`src/rtl/ascon_ctrl_fsm.sv`:
```
// Round sequencer for the one-round-per-clock ASCON-128 permutation datapath.
// Walks init, AD blocks, PT blocks and finalization; pulls 64-bit blocks over valid/ready.
module ascon_ctrl_fsm #(
    parameter int unsigned ROUNDS_A = 12,
    parameter int unsigned ROUNDS_B = 6
) (
    input  logic       clock_i,
    input  logic       reset_i,
    input  logic       start_i,
    input  logic       data_valid_i,
    input  logic       data_last_i,
    output logic       data_ready_o,
    output logic       selectionp_o,
    output logic       en_perm_o,
    output logic [3:0] round_o,
    output logic       en_xor_data_b_o,
    output logic       en_xor_key_b_o,
    output logic       en_xor_key_e_o,
    output logic       en_xor_lsb_e_o,
    output logic       en_cipher_o,
    output logic       en_tag_o,
    output logic       busy_o,
    output logic       done_o
);

    typedef enum logic [2:0] {
        S_IDLE    = 3'd0,
        S_INIT    = 3'd1,
        S_WAIT_AD = 3'd2,
        S_AD      = 3'd3,
        S_WAIT_PT = 3'd4,
        S_PT      = 3'd5,
        S_FINAL   = 3'd6,
        S_DONE    = 3'd7
    } state_e;

    // Round 0 of AD/PT/FINAL is issued from the WAIT state, so the counter in those
    // states holds "rounds done after the first" and the round index is base+1+count.
    localparam logic [3:0] BASE_B   = 4'(ROUNDS_A - ROUNDS_B);
    localparam logic [3:0] INIT_END = 4'(ROUNDS_A - 1);
    localparam logic [3:0] FIN_END  = 4'(ROUNDS_A - 2);
    localparam logic [3:0] BLK_END  = 4'(ROUNDS_B - 2);

    state_e     state_q, state_d;
    logic [3:0] cnt_q, cnt_d;
    logic       last_q, last_d;

    // State, round counter and latched AD-last flag
    always_ff @(posedge clock_i or posedge reset_i) begin
        if (reset_i) begin
            state_q <= S_IDLE;
            cnt_q   <= 4'd0;
            last_q  <= 1'b0;
        end else begin
            state_q <= state_d;
            cnt_q   <= cnt_d;
            last_q  <= last_d;
        end
    end

    // Next-state and per-cycle datapath controls
    always_comb begin
        state_d         = state_q;
        cnt_d           = cnt_q;
        last_d          = last_q;
        data_ready_o    = 1'b0;
        selectionp_o    = 1'b0;
        en_perm_o       = 1'b0;
        round_o         = 4'd0;
        en_xor_data_b_o = 1'b0;
        en_xor_key_b_o  = 1'b0;
        en_xor_key_e_o  = 1'b0;
        en_xor_lsb_e_o  = 1'b0;
        en_cipher_o     = 1'b0;
        en_tag_o        = 1'b0;
        busy_o          = 1'b1;
        done_o          = 1'b0;

        case (state_q)
            S_IDLE: begin
                busy_o = 1'b0;
                if (start_i) begin
                    state_d = S_INIT;
                    cnt_d   = 4'd0;
                end else begin
                    state_d = S_IDLE;
                end
            end

            S_INIT: begin
                en_perm_o    = 1'b1;
                round_o      = cnt_q;
                selectionp_o = (cnt_q == 4'd0);
                if (cnt_q == INIT_END) begin
                    en_xor_key_e_o = 1'b1;
                    state_d        = S_WAIT_AD;
                    cnt_d          = 4'd0;
                end else begin
                    cnt_d = cnt_q + 4'd1;
                end
            end

            S_WAIT_AD: begin
                if (data_valid_i) begin
                    data_ready_o    = 1'b1;
                    en_perm_o       = 1'b1;
                    en_xor_data_b_o = 1'b1;
                    round_o         = BASE_B;
                    last_d          = data_last_i;
                    state_d         = S_AD;
                    cnt_d           = 4'd0;
                end else begin
                    state_d = S_WAIT_AD;
                end
            end

            S_AD: begin
                en_perm_o = 1'b1;
                round_o   = BASE_B + 4'd1 + cnt_q;
                if (cnt_q == BLK_END) begin
                    cnt_d = 4'd0;
                    if (last_q) begin
                        en_xor_lsb_e_o = 1'b1;
                        state_d        = S_WAIT_PT;
                    end else begin
                        state_d = S_WAIT_AD;
                    end
                end else begin
                    cnt_d = cnt_q + 4'd1;
                end
            end

            S_WAIT_PT: begin
                if (data_valid_i) begin
                    data_ready_o    = 1'b1;
                    en_perm_o       = 1'b1;
                    en_xor_data_b_o = 1'b1;
                    en_cipher_o     = 1'b1;
                    cnt_d           = 4'd0;
                    if (data_last_i) begin
                        // Last PT block doubles as finalization round 0
                        en_xor_key_b_o = 1'b1;
                        round_o        = 4'd0;
                        state_d        = S_FINAL;
                    end else begin
                        round_o = BASE_B;
                        state_d = S_PT;
                    end
                end else begin
                    state_d = S_WAIT_PT;
                end
            end

            S_PT: begin
                en_perm_o = 1'b1;
                round_o   = BASE_B + 4'd1 + cnt_q;
                if (cnt_q == BLK_END) begin
                    cnt_d   = 4'd0;
                    state_d = S_WAIT_PT;
                end else begin
                    cnt_d = cnt_q + 4'd1;
                end
            end

            S_FINAL: begin
                en_perm_o = 1'b1;
                round_o   = 4'd1 + cnt_q;
                if (cnt_q == FIN_END) begin
                    en_xor_key_e_o = 1'b1;
                    cnt_d          = 4'd0;
                    state_d        = S_DONE;
                end else begin
                    cnt_d = cnt_q + 4'd1;
                end
            end

            S_DONE: begin
                en_tag_o = 1'b1;
                done_o   = 1'b1;
                cnt_d    = 4'd0;
                state_d  = S_IDLE;
            end

            default: begin
                busy_o  = 1'b0;
                cnt_d   = 4'd0;
                last_d  = 1'b0;
                state_d = S_IDLE;
            end
        endcase
    end

endmodule

```
`config.mk`:
```
export PLATFORM = sky130hd
export DESIGN_NAME = ascon_ctrl_fsm
export DESIGN_NICKNAME = d
export VERILOG_FILES = /design/src/rtl/ascon_ctrl_fsm.sv
export SDC_FILE = /design/constraint.sdc
export NUM_CORES = 1
export LEC_CHECK = 0
export ABC_AREA = 1
export CELL_PAD_IN_SITES_DETAIL_PLACEMENT = 1
export CELL_PAD_IN_SITES_GLOBAL_PLACEMENT = 2
export CORE_AREA = 10 10 66 68
export DETAILED_ROUTE_END_ITERATION = 6
export DIE_AREA = 0 0 76 78
export PLACE_DENSITY_LB_ADDON = 0.1
export SLEW_MARGIN = 20
export SYNTH_ARGS = -nofsm -noshare
export SYNTH_HDL_FRONTEND = slang
export SYNTH_SLANG_ARGS = --single-unit
```
`constraint.sdc`:
```
create_clock -name clock_i -period 3.35 [get_ports clock_i]
set_clock_uncertainty 0.1 [all_clocks]
set_input_delay 0.67 -clock clock_i [delete_from_list [all_inputs] [get_ports clock_i]]
set_output_delay 0.67 -clock clock_i [all_outputs]
set_load 0.1 [all_outputs]
```
# --- After elaboration in Yosys (flattened, before gate mapping) ---
# Index checks and enable logic that the tools add are counted.
totals:
  register_bits: 8
  input_bits: 5
op_classes:
  add_sub_neg: 2
  eq_ne: 16
  muxes: 36
  reduce_logical: 8
ops:
  columns: ["op", "n"]
  rows:
  - ["3-bit 2-to-1 mux", 9]
  - ["3-bit case mux with 8 select lines", 1]
  - ["4-bit case mux with 6 select lines", 1]
  - ["4-bit 2-to-1 mux", 5]
  - ["4-bit case mux with 5 select lines", 1]
  - ["1-bit 2-to-1 mux", 16]
  - ["3-bit == test, second input constant", 4]
  - ["2-bit != test, second input constant", 5]
  - ["4-bit == test, second input constant", 2]
  - ["3-bit by 2-bit == test with 1-bit output, second input constant", 2]
  - ["3-bit by 4-bit adder with 4-bit output, first input constant", 1]
  - ["4-bit by 1-bit adder with 4-bit output, second input constant", 1]
  - ["4-bit by 3-bit == test with 1-bit output, second input constant", 1]
  - ["4-bit logical NOT", 1]
  - ["1-bit case mux with 2 select lines", 2]
  - ["2-bit AND reduction", 2]
  - ["4-bit AND reduction", 1]
  - ["2-bit OR reduction", 2]
  - ["4-bit OR reduction", 1]
  - ["3-bit by 1-bit == test with 1-bit output, second input constant", 1]
  - ["3-bit logical NOT", 1]
  - ["2-bit 2-to-1 mux", 1]
  - ["2-bit by 1-bit != test with 1-bit output, second input constant", 1]

# --- Depth between registers and ports, before layout ---
depth:
  depth_word: 4
  ltp_mapped: 8

# --- Worst setup path before layout ---
# OpenSTA, ideal clock, no wires.
synth_path:
  path_kind: "reg2out"
  start: "reg state_q[2]"
  end: "out en_tag_o"
  t_arrival_ps: 3241
  path_slack_ps: -661
  stages_incl_launch_ff: 4
  path_cell_list: "dfrtp_1 > inv_2 > nor3_1 > buf_4"
synth_between:
  elab_chain_cells: 2
synth_lines:
  columns: ["item", "line_no", "rtl"]
  rows:
  - ["start, declared", "44", "state_e state_q, state_d;"]
  - ["start signal, assigned", "55", "state_q <= state_d;"]
  - ["3-bit == test", null, null]
  - ["1-bit 2-to-1 mux", null, null]
  - ["end, declared", "21", "output logic en_tag_o,"]
# Every way passes these cells.

# --- Worst setup path after layout ---
layout_path:
  start: "in data_valid_i"
  end: "out en_xor_key_b_o"
layout_between:
  elab_chain_cells: 2
layout_lines:
  columns: ["item", "line_no", "rtl"]
  rows:
  - ["start, declared", "10", "input logic data_valid_i,"]
  - ["1-bit 2-to-1 mux", "134", "if (data_valid_i) begin"]
  - ["1-bit 2-to-1 mux", "79", "case (state_q)"]
  - ["end, declared", "17", "output logic en_xor_key_b_o,"]
# Every way passes these cells.

==> run metrics <==
most frequent cells in the layout=nand2_1 (38), inv_1 (18), nand3_1 (13), nor2_1 (12); gr usage total=8.33%; worst r2r src=cnt_q[0]; vias per inst=4.32; GR Overflow Total=0; Die X=~76 um; ANT cells=0; max cap viols=0; Port Buffers=19; crit path kind=input port to output port; Core Region=0.00318 mm^2; first-pass GRT wire length=approximately 4100 um; hold_buf cts=0; Min-Delay Startpoint=last_q; initial drt markers=27; register area share after synthesis=24.8%; Max Buffers Root-to-Sink=2; internal power=about 0.00042 W; RSZ-0062 raised after global routing=false; P_leak=0.559 nW; unique cell type count in the Yosys netlist=24; Layout area overhead=38.2%; commonest non-fill, non-tap cell in the layout=nand2_1; Synth Instances=127; post-cts sizing count=0; die area=a little under 0.006 mm^2; Post-CTS Setup Bufs=0; Die Ht=78 um; Std-Cell Rows=21; Synth Cell Area=806 um^2; Remaining DRCs=0; Final Cycle Share=78.6%; clock slew at reported path FFs=0.05 ns; reg2reg setup slack=between 1.5 and 2 ns; gpl congestion=slightly below 0.8; initial antenna violation count=0; share of layout cells above drive strength 1=23.3%; dominant cell type by area after synthesis=dfrtp_1; max_slew headroom=74.9%; Syn Area/Cell=around 6.3 um^2; vias in the first global route=926; Setup crit end kind=output port; Inserted Clock Buffers=3; wire per inst=12.5 um; clock power share=6.5%; sequential share of power=about 15%; total power=0.00114 W; post-synthesis register bit count=8; Post-Syn Nets=around 140; first-pass detailed-route iteration total=4; Fill cells=about 400; # H-tree levels=1; Antenna Nets Post-Route=0; post-detail-place hpwl=a little over 2000 um; root buffer cell=clkbuf_4; crit path DAT=1.86 ns; Sw Pwr=0.000715 W; pin count of the biggest net entering global routing=10; vias post-DR=830; final slew viol count=0; Initial Utilization=roughly a quarter; Hold Fails Final Rpt=0; Final min period=around 2.6 ns; synth warn=0; Hold Path End=last_q; power per cell area=1020 mW/mm^2; CP max FO=4; I/O Pins=20; worst-skew pair later-pin latency=around 0.25 ns; CTS tree=yes; switching power share of the total=62.9%; class of the worst hold path=register to register; drt total wl=2400 um; Worst setup SP type=input port; slew of the pin with the lowest slew margin=between 0.3 and 0.4 ns; CTS Sinks=8; Max Fclk=380 MHz; Fin Setup TNS=0 ns; logic gate share of total power=78.2%; Peak supply drop=0.218 mV; final setup vio count=0; WHS Path Cells=2; top cell type's share of synthesized area=between 20% and 30%; status=complete, no violations; Worst Path Required=about 2.6 ns; cells on worst reg2reg path=7; reg2reg end=cnt_q[2]; Final nets=between 150 and 200; top cells by area, synth=dfrtp_1 (25%), nand2_1 (18%), inv_1 (8.4%), nand3_1 (8.1%), ha_1 (6.2%)
## kinds of logic (layout without fill, tap and decap cells)
| logic type | Yosys count | count (layout) | share of synthesized area (%) |
|---|---|---|---|
| AO/OA/AOI/OAI | 7 | 7 | 5.28 |
| adder cells (fa/ha/maj) | 4 | 4 | 6.21 |
| buffers and inverters | 23 | 42 | 11.8 |
| XOR/XNOR | 2 | 2 | 2.17 |
| AND/OR/NAND/NOR | 83 | 83 | 49.7 |
| flip-flops | 8 | 8 | 24.8 |
## worst max path at each step
stage / from / end / slack [ns] / cells after the start
floorplan: state_q[0] / en_xor_data_b_o / 0.03 / 6
global placement: data_valid_i / en_xor_key_b_o / 0.72 / 6
detailed placement: data_valid_i / en_xor_key_b_o / 0.70 / 6
CTS: state_q[1] / en_xor_key_e_o / 0.70 / 6
global route: state_q[1] / en_xor_key_e_o / 0.57 / 6
finish: data_valid_i / en_xor_key_b_o / 0.72 / 6
## final cells by class
type / instances / area (um^2) / share of cell area (%)
multi-input combinational: 96 / 518 / 46.5
timing repair buffer: 19 / 240 / 21.6
sequential: 8 / 200 / 18.0
inverter: 20 / 75.1 / 6.74
tap: 46 / 57.6 / 5.17
clock buffer: 3 / 22.5 / 2.02
## power groups by stage
stage | clock, W | sequential [W] | combinational [W]
6_report | 0.0000739 | 0.000174 | 0.000889
5_1_grt | 0.0000843 | 0.000180 | 0.000959
4_1_cts | 0.0000761 | 0.000175 | 0.000904
3_5_place_dp | 0 | 0.000177 | 0.000903
3_3_place_gp | 0 | 0.000177 | 0.000897
2_1_floorplan | 0 | 0.000159 | 0.000661
## routing by layer
layer / track usage, % / wire length, um / vias to the layer above
met3: 2.53 / 87 / 4
met2: 13.4 / 1100 / 15
met5: 0 / 0 / -
li1: - / - / 437
met1: 10.0 / 1190 / 374
met4: 3.41 / 26 / 0
## synth_stat cells, drive strengths merged
cell type and instances:
inv 20, nor2 15, or2 2, o21ai 4
a22oi 1, nand4 3, and2 1, nand2 43
dfrtp 8, o22ai 1, nor3 3, xor2 2
ha 4, nand3 16, buf 3, o221ai 1
## through the flow
step | cells | utilization (%) | hold WS (ns) | setup slack [ns] | cell area (um^2)
2_1_floorplan | 127 | - | 0.375 | 0.0287 | 813
3_3_place_gp | 189 | 34.3 | 0.458 | 0.719 | 1090
3_5_place_dp | 189 | 34.3 | 0.463 | 0.705 | 1090
4_1_cts | 192 | 35.0 | 0.476 | 0.696 | 1110
5_1_grt | 192 | 35.0 | 0.522 | 0.575 | 1110
6_report | 192 | 35.0 | 0.455 | 0.717 | 1110
## worst max-delay path, cell delays in order
cell             delay [ns]
clkdlybuf4s50_1        0.50
inv_1                  0.12
nor2_2                 0.20
nand2_1                0.09
inv_1                  0.10
buf_12                 0.18
## flip-flops by register name, indices dropped and copies added (netlist names)
signal	count
last_q	1
cnt_q	4
state_q	3
Power figures use the tool's default switching activity.
